<file path="src/rtl/usb_xact_ctrl.sv">
// usb_xact_ctrl: host-side USB transaction sequencer.
// Runs one OUT (token, DATA0, wait handshake) or IN (token, wait DATA0, send
// ACK) transaction per start, with device-silence timeout and bounded retry.
// Ports:
//   clk, rst           clock, async active-high reset
//   start, is_in       transaction request / direction (sampled together)
//   tx_req/type/pid    transmit pipeline request, held until tx_done
//   tx_done            transmit pipeline completion pulse
//   rx_en              line direction: 1 = device may drive
//   rx_valid/pid/crc   decoded packet from the receive pipeline
//   busy, done         transaction in progress / one-cycle completion pulse
//   success, fail      result, valid with done, held until next start
module usb_xact_ctrl #(
  parameter int TIMEOUT   = 64,
  parameter int MAX_RETRY = 3
) (
  input  logic       clk,
  input  logic       rst,
  input  logic       start,
  input  logic       is_in,
  output logic       tx_req,
  output logic [1:0] tx_type,
  output logic [3:0] tx_pid,
  input  logic       tx_done,
  output logic       rx_en,
  input  logic       rx_valid,
  input  logic [3:0] rx_pid,
  input  logic       rx_crc_ok,
  output logic       busy,
  output logic       done,
  output logic       success,
  output logic       fail
);

  localparam logic [3:0] PID_OUT   = 4'b0001;
  localparam logic [3:0] PID_IN    = 4'b1001;
  localparam logic [3:0] PID_DATA0 = 4'b0011;
  localparam logic [3:0] PID_ACK   = 4'b0010;
  localparam logic [3:0] PID_STALL = 4'b1110;
  // NAK needs no decode: it takes the same retry path as any unexpected PID.

  localparam logic [7:0] TMO_LAST  = 8'(TIMEOUT - 1);
  localparam logic [3:0] RTRY_LAST = 4'(MAX_RETRY - 1);

  typedef enum logic [2:0] {
    IDLE, TOK, DATA_TX, WAIT_HS, WAIT_DATA, HS_TX, FIN
  } state_t;

  state_t     state, nxt;
  logic       is_in_q;
  logic [7:0] timer;
  logic [3:0] retry;
  logic       fin_ok, retry_go, timeout, tok_in;

  assign timeout = (timer == TMO_LAST);
  // Token direction comes straight from the input on the accepting edge.
  assign tok_in  = (state == IDLE) ? is_in : is_in_q;

  always_comb begin
    nxt      = state;
    fin_ok   = 1'b0;
    retry_go = 1'b0;
    case (state)
      IDLE:    if (start) nxt = TOK;
      TOK:     if (tx_done) nxt = is_in_q ? WAIT_DATA : DATA_TX;
      DATA_TX: if (tx_done) nxt = WAIT_HS;
      WAIT_HS: begin
        // rx_valid checked first so it wins over a same-cycle timeout
        if (rx_valid) begin
          if (rx_pid == PID_ACK && rx_crc_ok) begin
            nxt    = FIN;
            fin_ok = 1'b1;
          end else if (rx_pid == PID_STALL) begin
            nxt = FIN;
          end else begin
            retry_go = 1'b1;
          end
        end else if (timeout) begin
          retry_go = 1'b1;
        end
      end
      WAIT_DATA: begin
        if (rx_valid) begin
          if (rx_pid == PID_DATA0 && rx_crc_ok) nxt = HS_TX;
          else if (rx_pid == PID_STALL)         nxt = FIN;
          else                                  retry_go = 1'b1;
        end else if (timeout) begin
          retry_go = 1'b1;
        end
      end
      HS_TX: begin
        if (tx_done) begin
          nxt    = FIN;
          fin_ok = 1'b1;
        end
      end
      FIN:     nxt = IDLE;
      default: nxt = IDLE;
    endcase
    if (retry_go) nxt = (retry < RTRY_LAST) ? TOK : FIN;
  end

  // Outputs are decoded from the next state so they register in step with it.
  always_ff @(posedge clk or posedge rst) begin
    if (rst) begin
      state   <= IDLE;
      is_in_q <= 1'b0;
      timer   <= '0;
      retry   <= '0;
      tx_req  <= 1'b0;
      tx_type <= '0;
      tx_pid  <= '0;
      rx_en   <= 1'b0;
      busy    <= 1'b0;
      done    <= 1'b0;
      success <= 1'b0;
      fail    <= 1'b0;
    end else begin
      state <= nxt;
      if (state == IDLE && start) begin
        is_in_q <= is_in;
        retry   <= '0;
        success <= 1'b0;
        fail    <= 1'b0;
      end
      if (retry_go && retry < RTRY_LAST) retry <= retry + 4'd1;

      if ((nxt == WAIT_HS || nxt == WAIT_DATA) && nxt != state)
        timer <= '0;
      else if (state == WAIT_HS || state == WAIT_DATA)
        timer <= timer + 8'd1;

      if (nxt == FIN) begin
        success <= fin_ok;
        fail    <= ~fin_ok;
      end

      busy   <= (nxt != IDLE) && (nxt != FIN);
      done   <= (nxt == FIN);
      rx_en  <= (nxt == WAIT_HS) || (nxt == WAIT_DATA);
      tx_req <= (nxt == TOK) || (nxt == DATA_TX) || (nxt == HS_TX);
      case (nxt)
        TOK: begin
          tx_type <= 2'd1;
          tx_pid  <= tok_in ? PID_IN : PID_OUT;
        end
        DATA_TX: begin
          tx_type <= 2'd2;
          tx_pid  <= PID_DATA0;
        end
        HS_TX: begin
          tx_type <= 2'd3;
          tx_pid  <= PID_ACK;
        end
        default: begin
          tx_type <= 2'd0;
          tx_pid  <= 4'd0;
        end
      endcase
    end
  end

endmodule

</file>
<file path="config.mk">
export PLATFORM = sky130hd
export DESIGN_NAME = usb_xact_ctrl
export DESIGN_NICKNAME = d
export VERILOG_FILES = /design/src/rtl/usb_xact_ctrl.sv
export SDC_FILE = /design/constraint.sdc
export NUM_CORES = 1
export LEC_CHECK = 0
export ABC_AREA = 1
export BUFFER_PORTS_ARGS = -buffer_cell sky130_fd_sc_hd__buf_4
export CAP_MARGIN = 20
export CORE_UTILIZATION = 52
export DETAILED_ROUTE_END_ITERATION = 8
export MAX_ROUTING_LAYER = met4
export PLACE_DENSITY = 0.7
export SKIP_CTS_REPAIR_TIMING = 1
export SYNTH_ARGS = -nofsm -noshare
export SYNTH_HDL_FRONTEND = slang
export SYNTH_SLANG_ARGS = --single-unit
</file>
<file path="constraint.sdc">
create_clock -name clk -period 2.2 [get_ports clk]
set_clock_uncertainty 0.15 [all_clocks]
set_input_delay 0.44 -clock clk [delete_from_list [all_inputs] [get_ports clk]]
set_output_delay 0.44 -clock clk [all_outputs]
set_load 0.05 [all_outputs]
</file>
Yosys cells after proc, flatten, opt, wreduce, memory -nomap -nowiden
Index checks and enable logic that the tools add are counted.

Flip-flop bits (word level): 28. Input bits: 11. Output and inout bits: 12. Word-level logic and storage cells: 83.

$add $sub $neg: 2. $lt $le $gt $ge: 1. Equality and inequality tests: 17. Muxes and demuxes: 35. Bitwise logic cells: 1. Reduce and logical (&&, ||, !) cells: 15.

Operators with widths (count): $mux 3 (12); $pmux 3 s6 (1); $mux 8 (2); $eq 3x3->1 const B (5); $mux 1 (13); $eq 3x2->1 const B (4); $mux 4 (3); $pmux 4 s3 (1); $add 8x1->8 const B (1); $eq 4x2->1 const B (2); $eq 8x6->1 const B (1); $eq 3x1->1 const B (2); $logic_and 1x1->1 (6); $pmux 2 s3 (1); $reduce_bool 2->1 (3); $add 4x1->4 const B (1); $eq 4x4->1 const B (1); $logic_or 1x1->1 (4); $lt 4x2->1 const B (1); $pmux 1 s2 (2); $logic_not 3->1 (1); $ne 3x3->1 (1); $ne 3x3->1 const B (1); $reduce_bool 3->1 (1); $not 1->1 (1).

Logic depth before layout (Yosys ltp)
Word-level depth: 10. Depth in mapped cells: 13. Mapped depth without buffers: 13.

Worst setup path after synthesis
No wires, ideal clock.

Path type: reg-to-reg. Start point: reg state[0]. End point: reg timer[0]. Setup time: 0.125 ns. Data arrival time: 1.481 ns. Data required time: 1.925 ns. Setup slack: 0.444 ns. Stages on the path, launching flop included: 12. Path buffers: 1. Period minus slack after synthesis: 1.756 ns. Cell sequence: dfrtp_1 > buf_2 > nor3_2 > nand3_1 > nand2_2 > nand2_2 > nand2_1 > nand3_1 > nand2_1 > clkinv_1 > nand2_2 > a21oi_1.

Cells in the longest elaborated chain, start to end: 9. Elaborated cells between the ends (all ways): 26. Classes of those cells: eq/ne: 8; mux: 13; reduce/logical: 5.

RTL lines: start: declaration (line 49) `state_t state, nxt;`; start signal: assignment (line 119) `state <= nxt;`; $mux 3 (line 73, 85); $mux 3 (on tied branches) (line 84, 70); $mux 3 (on tied branches) (line 83, 69); $pmux 3 s6 (line 63) `case (state)`; $mux 3 (line 100) `if (retry_go) nxt = (retry < RTRY_LAST) ? TOK : FIN;`; $eq 3x2->1 / $eq 3x3->1 (equally long branches) (line 128) `if ((nxt == WAIT_HS || nxt == WAIT_DATA) && nxt != state)`; $logic_or 1x1->1 (line 128); $logic_and 1x1->1 (line 128); $mux 8 / $reduce_bool 2->1 (equally long branches); end signal: assignment (line 131) `timer <= timer + 8'd1;`; end: declaration (line 51) `logic [7:0] timer;`.

Parallel ways exist; a longest one is shown, timed or not. A chain may end at the register's enable or synchronous reset.

Worst setup path in the final report
Start point: reg timer[0]. End point: reg timer[3].

Cells in the longest elaborated chain, start to end: 9. Elaborated cells between the ends (all ways): 15. Classes of those cells: add/sub: 1; eq/ne: 4; mux: 7; reduce/logical: 3.

RTL lines: $eq 8x6->1 (line 55) `assign timeout = (timer == TMO_LAST);`; $mux 1 (line 78, 87); $mux 1 (on tied branches) (line 83, 69); $pmux 1 s2 (line 63); $mux 3 (line 100); $eq 3x2->1 / $eq 3x3->1 (equally long branches) (line 128); $logic_or 1x1->1 (line 128); $logic_and 1x1->1 (line 128); $mux 8 / $reduce_bool 2->1 (equally long branches).

Parallel ways exist; a longest one is shown, timed or not. The select of a mux whose other input is x is not followed.

==> metrics.md <==
| Metric | Value |
|---|---|
| Grt total ovfl | 0 |
| Pre-CTS setup slack | 175.8 ps |
| Min Hold Slack | 18.77 ps |
| PortBufs | 21 |
| Max Fclk | 496.4 MHz |
| Nets | 231 |
| Setup crit start | timer[0] |
| Cells after DPL | 243 |
| Largest net degree at the start of global routing | 27 |
| Layout cells sized above 1 | 18.06% |
| Clk_lat worst skew | 310 ps |
| Max Slew Vio Count | 0 |
| Wire per inst | 11.76 µm |
| Commonest cells after routing, fill and taps aside | 43 x nand2_1, 27 x inv_1, 25 x dfrtp_1, 22 x buf_4 |
| Final WL | 2892 µm |
| Initial antenna violation count | 0 |
| Seq cells post-synth | 26 |
| Post-synth EDFFs | 0 |
| Final WS setup | 185.6 ps |
| Final setup fails | 0 |
| Post-DRT Antenna Nets | 0 |
| Power Total | 2.348 mW |
| MaxCap Viol Count | 0 |
| Mean number of vias per cell | 5.301 |
| Reg-to-reg startpoint | timer[0] |
| Min Tclk post-route | 2014 ps |
| Netlist cell types | 29 |
| Placed wire-length estimate | 2292 µm |
| R2r worst-path depth | 12 |
| CP delay by family, top | simple AND/OR/NAND/NOR gates |
| Outcome | complete, no violations |
| Iteration-0 DRC Markers | 58 |
| DR pass1 iterations | 4 |
| Vias in the first global route | 1247 |
| CP Cell Sequence | ha_1 > nand2_1 > nor2_1 > nand2_1 > nand2_1 > nand3_1 > nand3_1 > nand3_1 > nand2_1 > clkinv_1 > nand2_2 > a21oi_1 |
| Gpl congestion | 0.8436 |
| Final hold viol count | 0 |
| Top cell by count, worst path | nand2_1 |
| Aggregate global-route resource usage | 21.05% |
| Post-synth ARST share | 100.0% |
| Most common cell after layout, fill and taps aside | nand2_1 |
| Arr. time, crit path | 2060 ps |
| Endpoint type of the worst setup path | register |
| Die ar. | 0.003066 mm² |
| Total CTS buffers | 3 |
| H-tree Lvls | 1 |
| N_diodes | 0 |
| Post-synthesis instance area | 0.001481 mm² |
| CTS clk-pin slew, worst paths | 120 ps |
| Fin crit share | 91.56% |
| CTS Buffer Depth | 2 |
| Area growth syn-to-layout | 13.94% |
| CP required | 2240 ps |
| CP Class | reg -> reg |
| Main synth FF type | dfrtp_1 |
| CORE AREA | 0.002590 mm² |
| CP max stage delay | 430 ps |
| Mapped Nets | 207 |
| Clock root buffer | clkbuf_4 |
| PD cells | 1391 mW/mm² |
| # DRC | 0 |
| RSZ-0062 raised after global routing | no |
| Maximum vdd drop | 0.001111 V |
| Final Non-Filler Cells | 246 |
| Critical path's slowest cell | dfrtp_1 |
| Hold WC Path Type | in -> async |
| Crit path launch type | register |
| Buf/Inv on CP | 1 |
| Worst r2r dst | timer[3] |
| Die Wd | 55.38 µm |
| Sequential area share after synthesis | 43.92% |
| Mapped Cells | 194 |
| Synthesized area per cell | 7.636 µm² |
| Max FO, Critical Path | 8 |
| Top-level I/O count | 23 |
| First-pass GRT wire length | 5112 µm |
| Cell Rows | 18 |
| YS warnings | 0 |
| DR vias | 1304 |
| Initial Util | 57.20% |
| CTS Sinks | 26 |
| Register-to-register setup slack | 190 ps |
| TNS Setup | 0 ps |
| Static leakage | 0.8864 nW |
| Die height | 55.38 µm |
| CTS tree | done |
==> synthesized netlist by cell type, drive strengths merged, types with 2 or more instances <==
cell type,instances,area share (%)
nor2,20,5.1
o21bai,2,1.0
ha,2,1.7
inv,28,7.1
buf,3,1.4
nand4,5,2.1
dfrtp,26,44
nand3,21,7.9
xor2,6,3.5
nor3,2,1.0
o21ai,5,1.7
a21oi,12,4.1
nand2,53,15
==> cell type report <==
type                            instances  area (µm²)
Fill cell                             218       902.1
Multi-Input combinational cell        136       701.9
Sequential cell                        26       651.9
Timing Repair Buffer                   22       165.2
Inverter                               29       108.9
Tap cell                               30       37.54
Clock buffer                            3       22.52
==> registers in the layout, indices dropped and copies added (netlist names), 3 cells and up <==
| signal | flops |
|---|---|
| retry | 4 |
| state | 3 |
| tx_pid | 3 |
| timer | 8 |
==> per-layer routing <==
layer / routed length, µm / track usage [%]
met3: 163 / 5.386
met1: 1267 / 24.39
met5: 0 / -
met4: 14 / 4.643
met2: 1446 / 36.66
==> report_power, final <==
part	total [mW]	switching (mW)	internal, mW
logic	1.38	0.959	0.421
registers	0.784	0.138	0.646
clock network	0.185	0.121	0.0639
total	2.35	1.22	1.13
==> worst register-to-register path: cells and delay by family, from the launching register on <==
kind	cells	cell delay, ps
buffers and inverters	1	70
adder cells (fa/ha/maj)	1	190
AND/OR/NAND/NOR	9	980
flip-flops	1	430
AO/OA/AOI/OAI	1	90
==> stage by stage <==
step	utilization (%)	area, µm²
floorplan	-	1481
global placement	64.25	1664
detailed placement	64.25	1664
CTS	65.12	1687
global route	65.17	1688
finish	65.17	1688
==> worst max-delay path by stage <==
stage | endpoint | slack [ps] | depth (start not counted)
finish | timer[3] | 190 | 12
detailed placement | timer[3] | 180 | 14
CTS | timer[3] | 180 | 12
global route | timer[0] | 20 | 12
floorplan | timer[0] | 440 | 11
global placement | timer[3] | 240 | 11
==> kinds of logic (layout without fill, tap and decap cells) <==
group           after synthesis  after routing  synth area share [%]
xor+xnor                      7              7                 4.139
buf+inv                      32             54                 8.698
simple gates                102            102                 32.01
compound gates               23             23                 8.615
fa+ha+maj                     2              2                 1.689
mux                           1              1                0.6757
flops                        26             26                 43.92
other cells                   1              1                0.2531
Note: power is estimated with default switching activity, not from simulation.
